===== src/rtl/load_store_unit_pkg.sv =====
// Shared RV32I memory-op encodings and LSU state/size types; also imported by
// the load extender and the decoder.
package load_store_unit_pkg;

    localparam logic [2:0] F3_B  = 3'b000;
    localparam logic [2:0] F3_H  = 3'b001;
    localparam logic [2:0] F3_W  = 3'b010;
    localparam logic [2:0] F3_BU = 3'b100;
    localparam logic [2:0] F3_HU = 3'b101;

    localparam logic [1:0] SZ_BYTE = 2'b00;
    localparam logic [1:0] SZ_HALF = 2'b01;
    localparam logic [1:0] SZ_WORD = 2'b10;

    typedef enum logic [1:0] {
        ST_IDLE = 2'b00,
        ST_WAIT = 2'b01,
        ST_DONE = 2'b10
    } lsu_state_e;

    function automatic logic lsu_illegal(input logic rd, input logic wr, input logic [2:0] f3);
        logic load_ok;
        load_ok = (f3 == F3_B) || (f3 == F3_H) || (f3 == F3_W) ||
                  (f3 == F3_BU) || (f3 == F3_HU);
        return (rd & wr) | (rd & ~load_ok) | (wr & f3[2]);
    endfunction

    // funct3[1:0] = 11 only reaches here for stores; it is aligned like a word.
    function automatic logic lsu_misaligned(input logic [2:0] f3, input logic [1:0] off);
        return ((f3[1:0] == SZ_HALF) & off[0]) | (f3[1] & (off != 2'b00));
    endfunction

endpackage


===== src/rtl/load_store_unit_lane_align.sv =====
// Byte-lane steering between the core and the 32-bit data bus: store
// replication with strobes, and load right-alignment with upper bits cleared.
module lsu_lane_align
    import load_store_unit_pkg::*;
(
    input  logic [1:0]  size,
    input  logic [1:0]  byte_off,
    input  logic [31:0] store_data,
    input  logic [31:0] mem_rdata,
    output logic [31:0] wdata,
    output logic [3:0]  wstrb,
    output logic [31:0] load_data
);

    logic [31:0] shifted;

    assign shifted = mem_rdata >> {byte_off, 3'b000};

    always_comb begin
        wdata     = store_data;
        wstrb     = 4'b1111;
        load_data = shifted;
        case (size)
            SZ_BYTE: begin
                wdata     = {4{store_data[7:0]}};
                wstrb     = 4'b0001 << byte_off;
                load_data = {24'h000000, shifted[7:0]};
            end
            SZ_HALF: begin
                wdata     = {2{store_data[15:0]}};
                wstrb     = 4'b0011 << byte_off;
                load_data = {16'h0000, shifted[15:0]};
            end
            default: begin
                wdata     = store_data;
                wstrb     = 4'b1111;
                load_data = shifted;
            end
        endcase
    end

endmodule


===== src/rtl/load_store_unit.sv =====
// Memory-stage load/store unit: word-aligned req/ack bus master with byte
// strobes, load right-alignment, pipeline stall and error reporting.
//
// state   | meaning
// --------+------------------------------------------------------------
// IDLE    | no op in flight; classify and accept a presented op
// WAIT    | bus request outstanding, counting cycles toward timeout
// DONE    | one-cycle completion; lsu_done and flags valid
module load_store_unit
    import load_store_unit_pkg::*;
#(
    parameter int TIMEOUT_CYCLES = 16
) (
    input  logic        clk,
    input  logic        rst_n,
    input  logic        lsu_valid,
    input  logic        lsu_read,
    input  logic        lsu_write,
    input  logic [2:0]  funct3,
    input  logic [31:0] addr,
    input  logic [31:0] store_data,
    output logic        mem_req,
    output logic        mem_we,
    output logic [31:0] mem_addr,
    output logic [31:0] mem_wdata,
    output logic [3:0]  mem_wstrb,
    input  logic [31:0] mem_rdata,
    input  logic        mem_ack,
    output logic [31:0] read_data_mem,
    output logic        lsu_stall,
    output logic        lsu_done,
    output logic        misaligned,
    output logic        access_err
);

    localparam int CNT_W = $clog2(TIMEOUT_CYCLES + 1);
    localparam logic [CNT_W-1:0] CNT_LAST = CNT_W'(TIMEOUT_CYCLES - 1);

    lsu_state_e     state, state_next;
    logic [CNT_W-1:0] cnt;
    logic [1:0]     op_size;
    logic [1:0]     op_off;
    logic           op_load;

    logic op_req;
    logic accept, reject_err, reject_mis, ack_done, timeout;

    logic [1:0]  align_size;
    logic [1:0]  align_off;
    logic [31:0] align_wdata;
    logic [3:0]  align_wstrb;
    logic [31:0] align_load;

    assign op_req = lsu_valid & (lsu_read | lsu_write);

    // Stores are steered from live inputs at acceptance; loads are aligned
    // from the latched op, since execute may change its outputs during WAIT.
    assign align_size = (state == ST_IDLE) ? funct3[1:0] : op_size;
    assign align_off  = (state == ST_IDLE) ? addr[1:0]   : op_off;

    lsu_lane_align u_lane_align (
        .size       (align_size),
        .byte_off   (align_off),
        .store_data (store_data),
        .mem_rdata  (mem_rdata),
        .wdata      (align_wdata),
        .wstrb      (align_wstrb),
        .load_data  (align_load)
    );

    always_ff @(posedge clk or negedge rst_n) begin
        if (!rst_n) begin
            state <= ST_IDLE;
        end else begin
            state <= state_next;
        end
    end

    always_comb begin
        state_next = state;
        accept     = 1'b0;
        reject_err = 1'b0;
        reject_mis = 1'b0;
        ack_done   = 1'b0;
        timeout    = 1'b0;
        case (state)
            ST_IDLE: begin
                if (op_req) begin
                    if (lsu_illegal(lsu_read, lsu_write, funct3)) begin
                        reject_err = 1'b1;
                        state_next = ST_DONE;
                    end else if (lsu_misaligned(funct3, addr[1:0])) begin
                        reject_mis = 1'b1;
                        state_next = ST_DONE;
                    end else begin
                        accept     = 1'b1;
                        state_next = ST_WAIT;
                    end
                end
            end
            ST_WAIT: begin
                // An ack in the terminal-count cycle takes priority over timeout.
                if (mem_ack) begin
                    ack_done   = 1'b1;
                    state_next = ST_DONE;
                end else if (cnt == CNT_LAST) begin
                    timeout    = 1'b1;
                    state_next = ST_DONE;
                end
            end
            ST_DONE: state_next = ST_IDLE;
            default: state_next = ST_IDLE;
        endcase
    end

    assign lsu_done  = (state == ST_DONE);
    assign lsu_stall = op_req & (state != ST_DONE);

    always_ff @(posedge clk or negedge rst_n) begin
        if (!rst_n) begin
            cnt           <= '0;
            op_size       <= 2'b00;
            op_off        <= 2'b00;
            op_load       <= 1'b0;
            mem_req       <= 1'b0;
            mem_we        <= 1'b0;
            mem_addr      <= 32'h0;
            mem_wdata     <= 32'h0;
            mem_wstrb     <= 4'h0;
            read_data_mem <= 32'h0;
            misaligned    <= 1'b0;
            access_err    <= 1'b0;
        end else begin
            if (accept) begin
                cnt       <= '0;
                op_size   <= funct3[1:0];
                op_off    <= addr[1:0];
                op_load   <= lsu_read;
                mem_req   <= 1'b1;
                mem_we    <= lsu_write;
                mem_addr  <= {addr[31:2], 2'b00};
                mem_wdata <= lsu_write ? align_wdata : 32'h0;
                mem_wstrb <= lsu_write ? align_wstrb : 4'h0;
            end
            if (state == ST_WAIT && !mem_ack) begin
                cnt <= cnt + CNT_W'(1);
            end
            if (ack_done || timeout) begin
                mem_req   <= 1'b0;
                mem_we    <= 1'b0;
                mem_wstrb <= 4'h0;
            end
            if (ack_done && op_load) begin
                read_data_mem <= align_load;
            end
            if (timeout) begin
                access_err <= 1'b1;
                if (op_load) begin
                    read_data_mem <= 32'h0;
                end
            end
            if (reject_err) begin
                access_err <= 1'b1;
            end
            if (reject_mis) begin
                misaligned <= 1'b1;
            end
            if (state == ST_DONE) begin
                access_err <= 1'b0;
                misaligned <= 1'b0;
            end
        end
    end

endmodule


===== config.mk =====
export PLATFORM = sky130hd
export DESIGN_NAME = load_store_unit
export DESIGN_NICKNAME = d
export VERILOG_FILES = /design/src/rtl/load_store_unit_pkg.sv /design/src/rtl/load_store_unit_lane_align.sv /design/src/rtl/load_store_unit.sv
export SDC_FILE = /design/constraint.sdc
export NUM_CORES = 1
export LEC_CHECK = 0
export CORE_UTILIZATION = 39
export DETAILED_ROUTE_END_ITERATION = 8
export HOLD_SLACK_MARGIN = 0.05
export PLACE_DENSITY_LB_ADDON = 0.2
export REMOVE_ABC_BUFFERS = 1
export SLEW_MARGIN = 20
export SYNTH_ARGS = -nofsm -noshare
export SYNTH_HDL_FRONTEND = slang
export SYNTH_SLANG_ARGS = --single-unit

===== constraint.sdc =====
create_clock -name clk -period 1.8 [get_ports clk]
set_input_delay 0.36 -clock clk [delete_from_list [all_inputs] [get_ports clk]]
set_output_delay 0.36 -clock clk [all_outputs]
set_load 0.01 [all_outputs]

==> results summary <==
The starting density of the core came out at 39.8%. The post-synthesis cell type count came out at 44. The share of total power dissipated in sequential elements is 34.2%. The data arrival time of the worst path came out at 2.19 ns. The final layout contains routed wiring with a total length of 16,100 um. The startpoint identified for the worst register-to-register timing path is state[0]. Power spread over the standard cell area amounts to 1420 nW/um^2. The peak fanout along the critical path came out at 8.

The clock transition at the register clock pins on the worst setup and hold paths after CTS is 0.05 ns. The number of nets in the finished design is 904. After detailed routing, the number of vias per cell comes to 5.20. The first global-routing pass estimated 26,200 um of wire. The number of buffers inserted during clock tree synthesis came out at 17.

The vias after detailed routing is 5,095. Of the total power, the share spent switching nets is between 30% and 40%. The clock tree synthesis step divided the H-tree into 4 levels. The cell count after placement is between 900 and 1,000. Per report_power, the clock group accounts for between 20% and 30% of the total.

During placement, the flow inserted port buffers numbering around 210. Timing would allow up to 0.541 GHz. In the synthesized netlist the dominant register cell turns out to be dfrtp_1. The combinational group share of total power came out at 41.9%. The slowest stage of the critical path is the or3_4 cell.

The clock latency of the later-clocked register in the worst-skew pair is 0.41 ns. The antenna diode count came out at 0. The maximum buffer depth of the clock tree came out at 2. The placed cell area came out at ~7900 sq um.

The number of global-route vias before repair is 5,178. The placement row count is 42. The detailed router used layers up to and including met4. The number of buffers and inverters on the critical path came out at 2. The x dimension of the die is 118 um. The setup skew after layout is 0.00577 ns. The count of yosys warnings during synthesis came out at 0. TritonCTS built the clock tree. The initial antenna violation count came out at 0.

The reported leakage power came out at 3.91 nW. The setup TNS came out at -0.318 ns. The max-slew violation count came out at 0. The met3 routed wirelength came out at 1140 um.

In the final layout, the share of cells above drive strength 1 is 13.0%. The final routed DRC violation total is 0. For this run, the slowest stage of the critical path takes 0.39 ns. The worst setup path is captured at a register.

The number of placed I/O pins came out at roughly 210. Subtracting the final worst setup slack from the clock period gives between 1.5 and 2 ns. The min-delay analysis places its worst path in the category primary input to async pin. The average wire per cell in the routed design came out at 16.5 um. The worst setup path is launched from a register.

The number of flops mapped to enable cells by yosys is 0. Dividing the synthesized area by the synthesized cell count gives 9.58 sq um. The type of the setup path with the least slack is register to register. Compared with the post-synthesis result, the final layout area differs by 62.6%.

The remaining antenna violation count after routing came out at 0. The worst setup slack after layout came out at -0.0494 ns. The clock root buffer master is clkbuf_16. The placeable core region is 13,200 sq um.

The met1 layer wirelength in the final routing is 7080 um. The leftover overflow at the end of global routing came out at 0. The final instance area is 8540 sq um.

Setup repair after global routing could not meet its margin everywhere. The checks that failed: setup timing. The instance count of the mapped netlist is 548.

The netlist area before placement came out at 5250 sq um. The most critical setup path has its startpoint at state[0]. The proportion of synthesized chip area in sequential cells is 54.4%. The number of storage elements in the synthesis netlist came out at ~110. The amount of wire on met2 after detailed routing is between 7000 and 8000 um. The count of endpoints failing hold in the final timing report is 0. The vertical die dimension is roughly 120 um.

For this design, the sink count on the clock tree is 114. The cell family with the largest share of critical-path delay is simple AND/OR/NAND/NOR gates. The iteration-0 DRC count of the detailed router came out at 297.

The required time of the critical path is 2.15 ns. The count of final setup violators came out at 9. The worst path uses 103% of the clock period. The die covers 13,900 sq um.

The final HPWL from detailed placement is ~11,000 um. The congestion estimate from routability-driven global placement came to 0.814. Traced cell by cell, the critical path runs through buf_6 -> nor2_4 -> mux2_4 -> or3_4 -> buf_8 -> nor2_8 -> a22o_1. The flow ran to the end, but the final reports show violations. Once layout is complete, the cells apart from fillers number 979. The proportion of register bits with asynchronous set or reset after synthesis came out at 100%. The maximum ir drop on the vdd rail is 0.868 mV. The first TritonRoute pass finished after 4 iterations. The switching power of the nets is 3.91 mW.

The max-cap violation count came out at 0. The pin count of the biggest net entering global routing is 48. Cell internal power was estimated by the tool at 8.20 mW. The fill cell total of the finished layout is 1,049.

Across every metal layer, demand over resource in global routing totals 24.0%.
## layout make-up
class	count	area, sq um	area share (%)
repair buffers	266	2650	31.1
clock inverters	1	5.00	0.0586
well taps	176	220	2.58
multi-input cells	393	2290	26.9
flip-flops and latches	114	2850	33.4
clock buffers	24	492	5.76
inverters	5	18.8	0.220
## cells by family after synthesis
logic type / share of synthesized area (%)
fa+ha+maj: 0.477
mux: 7.29
simple gates: 18.6
xor+xnor: 0.167
buf+inv: 3.72
other cells: 0.0714
compound gates: 15.3
flops: 54.4
## routing by layer
metal / up-vias / track usage, %
met5: - / 0
met4: 0 / 10.7
met3: 30 / 6.54
met2: 217 / 37.9
met1: 2454 / 30.6
li1: 2394 / -
## final timing paths
path,end,slack [ns],cells after the start
setup / recovery,register,-0.05,7
hold / removal,mem_wdata[0],0.43,2
setup reg to reg,register,-0.05,7
hold reg to reg,mem_wdata[2],0.46,2
max in group asynchronous,read_data_mem[1],0.78,3
min in group clk,mem_wdata[2],0.46,2
## per-stage QoR
step / power (mW) / util (%) / setup slack [ns] / hold slack [ns]
after global routing: 12.8 / 64.7 / -0.103 / 0.476
final: 12.1 / 64.7 / -0.0494 / 0.430
after floorplan: 6.07 / - / -1.65 / 0.0644
after detailed placement: 9.08 / 59.7 / -0.418 / 0.329
after CTS: 12.1 / 64.1 / -0.0428 / 0.450
after global placement: 8.94 / 59.7 / -0.393 / 0.322
## placed cells by master (no fill, tap or decap), types with 8 or more instances in the layout
cell type        synthesis  routed
clkdlybuf4s50_1          0     204
mux2i_1                 34      33
clkbuf_16                0      18
o221ai_1                24      24
a22o_1                   8       8
o21ai_0                 27      17
dfrtp_1                114     113
buf_6                    1       9
nand2_1                173     173
o31ai_1                 24      24
o21ai_1                  2      12
nor2_1                  26      25
buf_4                    4      39
nand3_1                 16      15
a21oi_1                 16      16
## what timing repair did
action	4_1_cts	5_1_grt
hold endpoints to repair	26	0
gates resized for setup	22	20
setup endpoints to repair	32	109
pin swaps	6	12
setup buffers	2	3
hold buffers	1	0
cloned	1	2
## cell usage after synthesis (2+ instances only)
library cell,count,area share (%)
buf_1,2,0.14
nand3_1,16,1.5
inv_1,5,0.36
o31ai_1,24,3.4
a22o_1,8,1.3
o21ai_0,27,2.6
or2_2,2,0.24
a211oi_1,2,0.29
dfrtp_1,114,54
nor3_1,4,0.38
nand2_1,173,12
o221ai_1,24,4.0
o21ai_1,2,0.19
nor2b_1,5,0.60
clkbuf_1,18,1.3
a21oi_1,16,1.5
mux2i_1,34,6.5
a31o_2,2,0.33
buf_2,11,1.0
buf_4,4,0.57
o22ai_1,2,0.24
nor2_1,26,1.9
o21a_1,3,0.43
and3_1,2,0.24
mux2i_2,2,0.52
ha_1,2,0.48
## power by group through the flow
stage	Clock [mW]	Sequential (mW)	Combinational, mW
2_1_floorplan	0	4.51	1.56
3_3_place_gp	0	4.12	4.81
3_5_place_dp	0	4.16	4.91
4_1_cts	2.95	4.15	5.02
5_1_grt	3.04	4.27	5.48
6_report	2.89	4.14	5.07
## worst register-to-register path, stage by stage (launching register included)
cell and delay, ns:
dfrtp_1 0.38, buf_6 0.13, nor2_4 0.10, mux2_4 0.32, or3_4 0.39, buf_8 0.15, nor2_8 0.15, a22o_1 0.16
Note: power is estimated with default switching activity, not from simulation.
